--- config.mk ---
export PLATFORM = sky130hd
export DESIGN_NAME = ex_mem_register
export DESIGN_NICKNAME = d
export VERILOG_FILES = /design/src/rtl/ex_mem_register.sv
export SDC_FILE = /design/constraint.sdc
export NUM_CORES = 1
export LEC_CHECK = 0
export CAP_MARGIN = 10
export CORE_MARGIN = 2
export CORE_UTILIZATION = 41
export DETAILED_ROUTE_END_ITERATION = 7
export PLACE_DENSITY = 0.8
export REMOVE_ABC_BUFFERS = 1
export SYNTH_ARGS = -nofsm -noshare
export SYNTH_HDL_FRONTEND = slang
export SYNTH_SLANG_ARGS = --single-unit
--- constraint.sdc ---
create_clock -name Clock -period 2 [get_ports Clock]
set_input_delay 0.4 -clock Clock [delete_from_list [all_inputs] [get_ports Clock]]
set_output_delay 0.4 -clock Clock [all_outputs]
set_load 0.01 [all_outputs]
--- src/rtl/ex_mem_register.sv ---
// EX/MEM pipeline register.
//
// Captures execute-stage results for the memory stage with one cycle of latency.
// At each rising edge: Flush loads a bubble, otherwise Stall holds, otherwise the
// inputs are loaded. An invalid instruction still carries its data fields, but its
// side-effect controls are cleared, so Out_Valid=0 never causes a memory access,
// a register write or a control transfer. Bubble_Count saturates at all-ones.
//
// Ports:
//   Clock, Reset (async, active-low)  - clock and reset
//   Stall, Flush                      - hold / bubble-insert controls
//   In_*                              - execute-stage fields
//   Out_*                             - registered copies for the memory stage
//   Out_Valid                         - registered instruction-valid flag
//   Bubble_Count                      - number of bubbles loaded since reset
module ex_mem_register #(
  parameter int unsigned BUBBLE_CNT_W = 16
) (
  input  logic                    Clock,
  input  logic                    Reset,
  input  logic                    Stall,
  input  logic                    Flush,
  input  logic                    In_Valid,
  input  logic                    In_R_Enable,
  input  logic                    In_W_Enable,
  input  logic [1:0]              In_R_Width,
  input  logic [1:0]              In_W_Width,
  input  logic [3:0]              In_BranchSel,
  input  logic [31:0]             In_PC_Plus_Branch,
  input  logic                    In_Zero,
  input  logic [31:0]             In_ALUResult,
  input  logic [31:0]             In_Reg_Data2,
  input  logic [27:0]             In_j_sll_two,
  input  logic                    In_RegWrite,
  input  logic                    In_MemToReg,
  input  logic [4:0]              In_WriteReg,
  output logic                    Out_R_Enable,
  output logic                    Out_W_Enable,
  output logic [1:0]              Out_R_Width,
  output logic [1:0]              Out_W_Width,
  output logic [3:0]              Out_BranchSel,
  output logic [31:0]             Out_PC_Plus_Branch,
  output logic                    Out_Zero,
  output logic [31:0]             Out_ALUResult,
  output logic [31:0]             Out_Reg_Data2,
  output logic [27:0]             Out_j_sll_two,
  output logic                    Out_RegWrite,
  output logic                    Out_MemToReg,
  output logic [4:0]              Out_WriteReg,
  output logic                    Out_Valid,
  output logic [BUBBLE_CNT_W-1:0] Bubble_Count
);

  localparam logic [BUBBLE_CNT_W-1:0] CntMax = {BUBBLE_CNT_W{1'b1}};
  localparam logic [BUBBLE_CNT_W-1:0] CntOne = BUBBLE_CNT_W'(1);

  // Control fields (cleared on any bubble)
  logic                    valid_q, valid_d;
  logic                    r_enable_q, r_enable_d;
  logic                    w_enable_q, w_enable_d;
  logic [3:0]              branch_sel_q, branch_sel_d;
  logic                    reg_write_q, reg_write_d;
  logic                    mem_to_reg_q, mem_to_reg_d;
  // Data fields (cleared only on flush)
  logic [1:0]              r_width_q, r_width_d;
  logic [1:0]              w_width_q, w_width_d;
  logic [31:0]             pc_plus_branch_q, pc_plus_branch_d;
  logic                    zero_q, zero_d;
  logic [31:0]             alu_result_q, alu_result_d;
  logic [31:0]             reg_data2_q, reg_data2_d;
  logic [27:0]             j_sll_two_q, j_sll_two_d;
  logic [4:0]              write_reg_q, write_reg_d;
  logic [BUBBLE_CNT_W-1:0] bubble_cnt_q, bubble_cnt_d;

  logic [BUBBLE_CNT_W-1:0] bubble_cnt_inc;
  assign bubble_cnt_inc = (bubble_cnt_q == CntMax) ? bubble_cnt_q : bubble_cnt_q + CntOne;

  always_comb begin
    valid_d          = valid_q;
    r_enable_d       = r_enable_q;
    w_enable_d       = w_enable_q;
    branch_sel_d     = branch_sel_q;
    reg_write_d      = reg_write_q;
    mem_to_reg_d     = mem_to_reg_q;
    r_width_d        = r_width_q;
    w_width_d        = w_width_q;
    pc_plus_branch_d = pc_plus_branch_q;
    zero_d           = zero_q;
    alu_result_d     = alu_result_q;
    reg_data2_d      = reg_data2_q;
    j_sll_two_d      = j_sll_two_q;
    write_reg_d      = write_reg_q;
    bubble_cnt_d     = bubble_cnt_q;

    if (Flush) begin
      // Flush wins over Stall: full bubble, every field zeroed
      valid_d          = 1'b0;
      r_enable_d       = 1'b0;
      w_enable_d       = 1'b0;
      branch_sel_d     = 4'b0000;
      reg_write_d      = 1'b0;
      mem_to_reg_d     = 1'b0;
      r_width_d        = 2'b00;
      w_width_d        = 2'b00;
      pc_plus_branch_d = 32'h0;
      zero_d           = 1'b0;
      alu_result_d     = 32'h0;
      reg_data2_d      = 32'h0;
      j_sll_two_d      = 28'h0;
      write_reg_d      = 5'd0;
      bubble_cnt_d     = bubble_cnt_inc;
    end else if (!Stall) begin
      r_width_d        = In_R_Width;
      w_width_d        = In_W_Width;
      pc_plus_branch_d = In_PC_Plus_Branch;
      zero_d           = In_Zero;
      alu_result_d     = In_ALUResult;
      reg_data2_d      = In_Reg_Data2;
      j_sll_two_d      = In_j_sll_two;
      write_reg_d      = In_WriteReg;
      valid_d          = In_Valid;
      // Invalid slot keeps its data but must have no side effects
      r_enable_d       = In_Valid & In_R_Enable;
      w_enable_d       = In_Valid & In_W_Enable;
      reg_write_d      = In_Valid & In_RegWrite;
      mem_to_reg_d     = In_Valid & In_MemToReg;
      branch_sel_d     = In_Valid ? In_BranchSel : 4'b0000;
      if (!In_Valid) begin
        bubble_cnt_d = bubble_cnt_inc;
      end
    end
  end

  always_ff @(posedge Clock or negedge Reset) begin
    if (!Reset) begin
      valid_q          <= 1'b0;
      r_enable_q       <= 1'b0;
      w_enable_q       <= 1'b0;
      branch_sel_q     <= 4'b0000;
      reg_write_q      <= 1'b0;
      mem_to_reg_q     <= 1'b0;
      r_width_q        <= 2'b00;
      w_width_q        <= 2'b00;
      pc_plus_branch_q <= 32'h0;
      zero_q           <= 1'b0;
      alu_result_q     <= 32'h0;
      reg_data2_q      <= 32'h0;
      j_sll_two_q      <= 28'h0;
      write_reg_q      <= 5'd0;
      bubble_cnt_q     <= '0;
    end else begin
      valid_q          <= valid_d;
      r_enable_q       <= r_enable_d;
      w_enable_q       <= w_enable_d;
      branch_sel_q     <= branch_sel_d;
      reg_write_q      <= reg_write_d;
      mem_to_reg_q     <= mem_to_reg_d;
      r_width_q        <= r_width_d;
      w_width_q        <= w_width_d;
      pc_plus_branch_q <= pc_plus_branch_d;
      zero_q           <= zero_d;
      alu_result_q     <= alu_result_d;
      reg_data2_q      <= reg_data2_d;
      j_sll_two_q      <= j_sll_two_d;
      write_reg_q      <= write_reg_d;
      bubble_cnt_q     <= bubble_cnt_d;
    end
  end

  assign Out_Valid          = valid_q;
  assign Out_R_Enable       = r_enable_q;
  assign Out_W_Enable       = w_enable_q;
  assign Out_BranchSel      = branch_sel_q;
  assign Out_RegWrite       = reg_write_q;
  assign Out_MemToReg       = mem_to_reg_q;
  assign Out_R_Width        = r_width_q;
  assign Out_W_Width        = w_width_q;
  assign Out_PC_Plus_Branch = pc_plus_branch_q;
  assign Out_Zero           = zero_q;
  assign Out_ALUResult      = alu_result_q;
  assign Out_Reg_Data2      = reg_data2_q;
  assign Out_j_sll_two      = j_sll_two_q;
  assign Out_WriteReg       = write_reg_q;
  assign Bubble_Count       = bubble_cnt_q;

endmodule
==> run_results.csv <==
group,metric,value,unit
run_status,status,"finished, final reports clean",
global_route,use_met3,7.10,%
setup_path,rr_startpoint,"Bubble_Count[0]",
setup_path,slowest_stage,"clkdlybuf4s50_1",
routing,num_vias,5112,
floorplan,fp.coreArea,0.0153,mm^2
setup_path,crit_required,1600,ps
global_route,grt_pass1_vias,5232,
sta,timing.final.hold_violations,0,
routing,post_drt_wl_per_cell,16.7,um
logic_synthesis,synth_top_area_share,61.5,%
sta,drv_slew,0,
clocking,clock_latency,420,ps
setup_path,path_class,"flop to output pin",
finish,final_nets,988,
logic_synthesis,synth_most_common_cell,"dfrtp_1",
placed_design,io_buffers,305,
clocking,cts_buffers,17,
clocking,cts-root-buf,"clkbuf_16",
global_route,gr-usage-met2,34.8,%
setup_path,cp_cell_sequence,"clkdlybuf4s50_1",
sta,worst_pin_slew,626,ps
logic_synthesis,synth.avg_cell_area,12.0,um^2
clocking,htree_levels,4,
sta,setup_viol,0,
routing,drt_pre_antenna_iters,5,
floorplan,dieArea,0.0168,mm^2
setup_path,critical_path_arrival,1490,ps
sta,grt_setup_unrepaired,"false",
logic_synthesis,ys_top_cells_by_count,"dfrtp_1, nor2_1, mux2i_1",
sta,max_clock_freq,529,MHz
setup_path,max_stage_delay,600,ps
hold_path,hold_path.startpoint,"Stall",
routing,routed_via_density,4.81,
setup_path,cp-end-kind,"output pin",
routing,routed_wirelength,17700,um
global_route,grt_pass1_wl,27300,um
floorplan,pin_count,306,
floorplan,num_rows,45,
finish,n_antenna_cell,0,
global_route,antenna_found_initial,0,
hold_path,hold_path.class,"input port to flop",
floorplan,die_w,130,um
pwr,p_per_area,784,mW/mm^2
routing,route.detailed.drc,0,
sta,hold_slack,391,ps
placed_design,gp_congestion,0.860,
sta,finalCritPeriodShare,94.5,%
floorplan,die_y,130,um
clocking,cts_tree,"done",
sta,slew-limit-headroom,58.3,%
global_route,grtUsageMet1,24.6,%
logic_synthesis,synth-seq-cells,159,
pwr,p_total,0.00811,W
clocking,clock_sinks,159,
finish,post-route-util,67.6,%
sta,fin_worst_skew,4.73,ps
global_route,grt.total_usage,21.1,%
finish,synthToLayoutAreaGrowth,59.9,%
setup_path,worstSetupStartpoint,"Bubble_Count[11]",
clocking,ctsResizeCount,0,
sta,setup_tns,0,ps
logic_synthesis,yosys_warnings,0,
global_route,grt.busiest_layer,"met2",
run,cap_violations,0,
logic_synthesis,synth_ff_type,"dfrtp_1",
clocking,clk_path_buf_depth,2,
routing,ant_nets,0,
setup_path,cp_top_family,"buffers and inverters",
clocking,postCtsSetupBuffers,0,
placed_design,place_hpwl,13000,um
logic_synthesis,yosysUniqueCellTypes,26,
logic_synthesis,synthTopCellsByArea,"dfrtp_1, mux2i_1, nor2_1, xor2_1, buf_2",
setup_path,path_buf_inv,1,
logic_synthesis,postSynth.asyncResetShare,100,%
pwr,peakVddDrop,0.000654,V
setup_path,rrSetupSlack,190,ps
setup_path,critPathMaxFanout,6,
global_route,grt_max_degree,144,
sta,fin_crit,1890,ps
clocking,cts.clk_slew.worst_paths,60,ps
routing,detail_route.iter0.violations,222,
finish,drive_gt1_share,5.28,%
logic_synthesis,seq_area_frac_synth,61.5,%
global_route,overflow,0,
floorplan,start_util,42.2,%
logic_synthesis,synth_top_cell_by_area,"dfrtp_1",
setup_path,cp-start-kind,"flop",
pwr,leakage,4.90,nW
logic_synthesis,synthCells,538,
logic_synthesis,synth-edff-count,0,
logic_synthesis,synthesis.area,0.00647,mm^2
final cells by class:
cell class / count / area (um^2)
clock buffers: 21 / 450
clock inverters: 10 / 90.1
fillers: 1135 / 4970
inverters: 1 / 3.75
multi-input cells: 345 / 2350
flip-flops and latches: 159 / 3980
well taps: 211 / 264
repair buffers: 316 / 3210
report_power, final:
part / internal (W) / switching [W]
clock network: 0.00173 / 0.00123
logic: 0.000891 / 0.000619
registers: 0.00344 / 0.000191
total: 0.00607 / 0.00204
timing repair:
action / in CTS / in global routing
endpoints found under the hold margin: 38 / 0
hold buffers: 1 / 0
endpoints found under the setup margin: 0 / 8
per-stage QoR:
step	cell area (um^2)	setup slack [ps]	std cells
6_report	10300	111	1063
2_1_floorplan	6330	249	505
3_3_place_gp	9800	116	1031
4_1_cts	10300	66.7	1063
3_5_place_dp	9800	79.6	1031
5_1_grt	10300	12.0	1063
registers in the layout, indices dropped and copies added, names as in the netlist:
name,count
Out_BranchSel,4
Out_W_Width,2
Out_MemToReg,1
Out_Valid,1
Out_W_Enable,1
Out_PC_Plus_Branch,32
Out_R_Enable,1
Out_WriteReg,5
Out_R_Width,2
Out_ALUResult,32
Out_RegWrite,1
Out_j_sll_two,28
Out_Zero,1
Bubble_Count,16
Out_Reg_Data2,32
layout by cell type, fill, tap and decap left out, drive strengths merged, types with 2 or more instances in the layout:
master         count
nor3               2
clkinvlp           3
a21oi              4
and4               2
nand4              7
nand2              6
buf               13
inv                2
xnor2              2
nand3              4
xor2              13
nor2             157
a22oi              5
mux2i            134
and3               2
clkbuf            21
clkdlybuf4s50    302
dfrtp            159
clkinv             5
metal layers:
layer	vias to the layer above	part of all wire, %
li1	2403	-
met1	2442	39
met2	221	48
met3	46	8.7
met4	0	3.8
met5	-	0
worst paths after layout:
check | endpoint | cells past startpoint
worst max-delay path | Bubble_Count[11] | 1
min in group asynchronous | Out_Reg_Data2[17] | 2
worst min register to register | Bubble_Count[15] | 1
max in group asynchronous | Out_BranchSel[1] | 3
worst min-delay path | Out_WriteReg[4] | 3
worst max register to register | Bubble_Count[1] | 4
kinds of logic after synthesis:
| family | count (synthesis) | synth area share, % |
|---|---|---|
| AND/OR/NAND/NOR | 182 | 11.5 |
| AO/OA/AOI/OAI | 12 | 1.57 |
| multiplexers | 135 | 21.0 |
| buffers and inverters | 34 | 2.22 |
| XOR/XNOR | 15 | 2.03 |
| adder cells (fa/ha/maj) | 1 | 0.193 |
| flip-flops | 159 | 61.5 |
No activity file was read; power rests on OpenSTA's default activity.
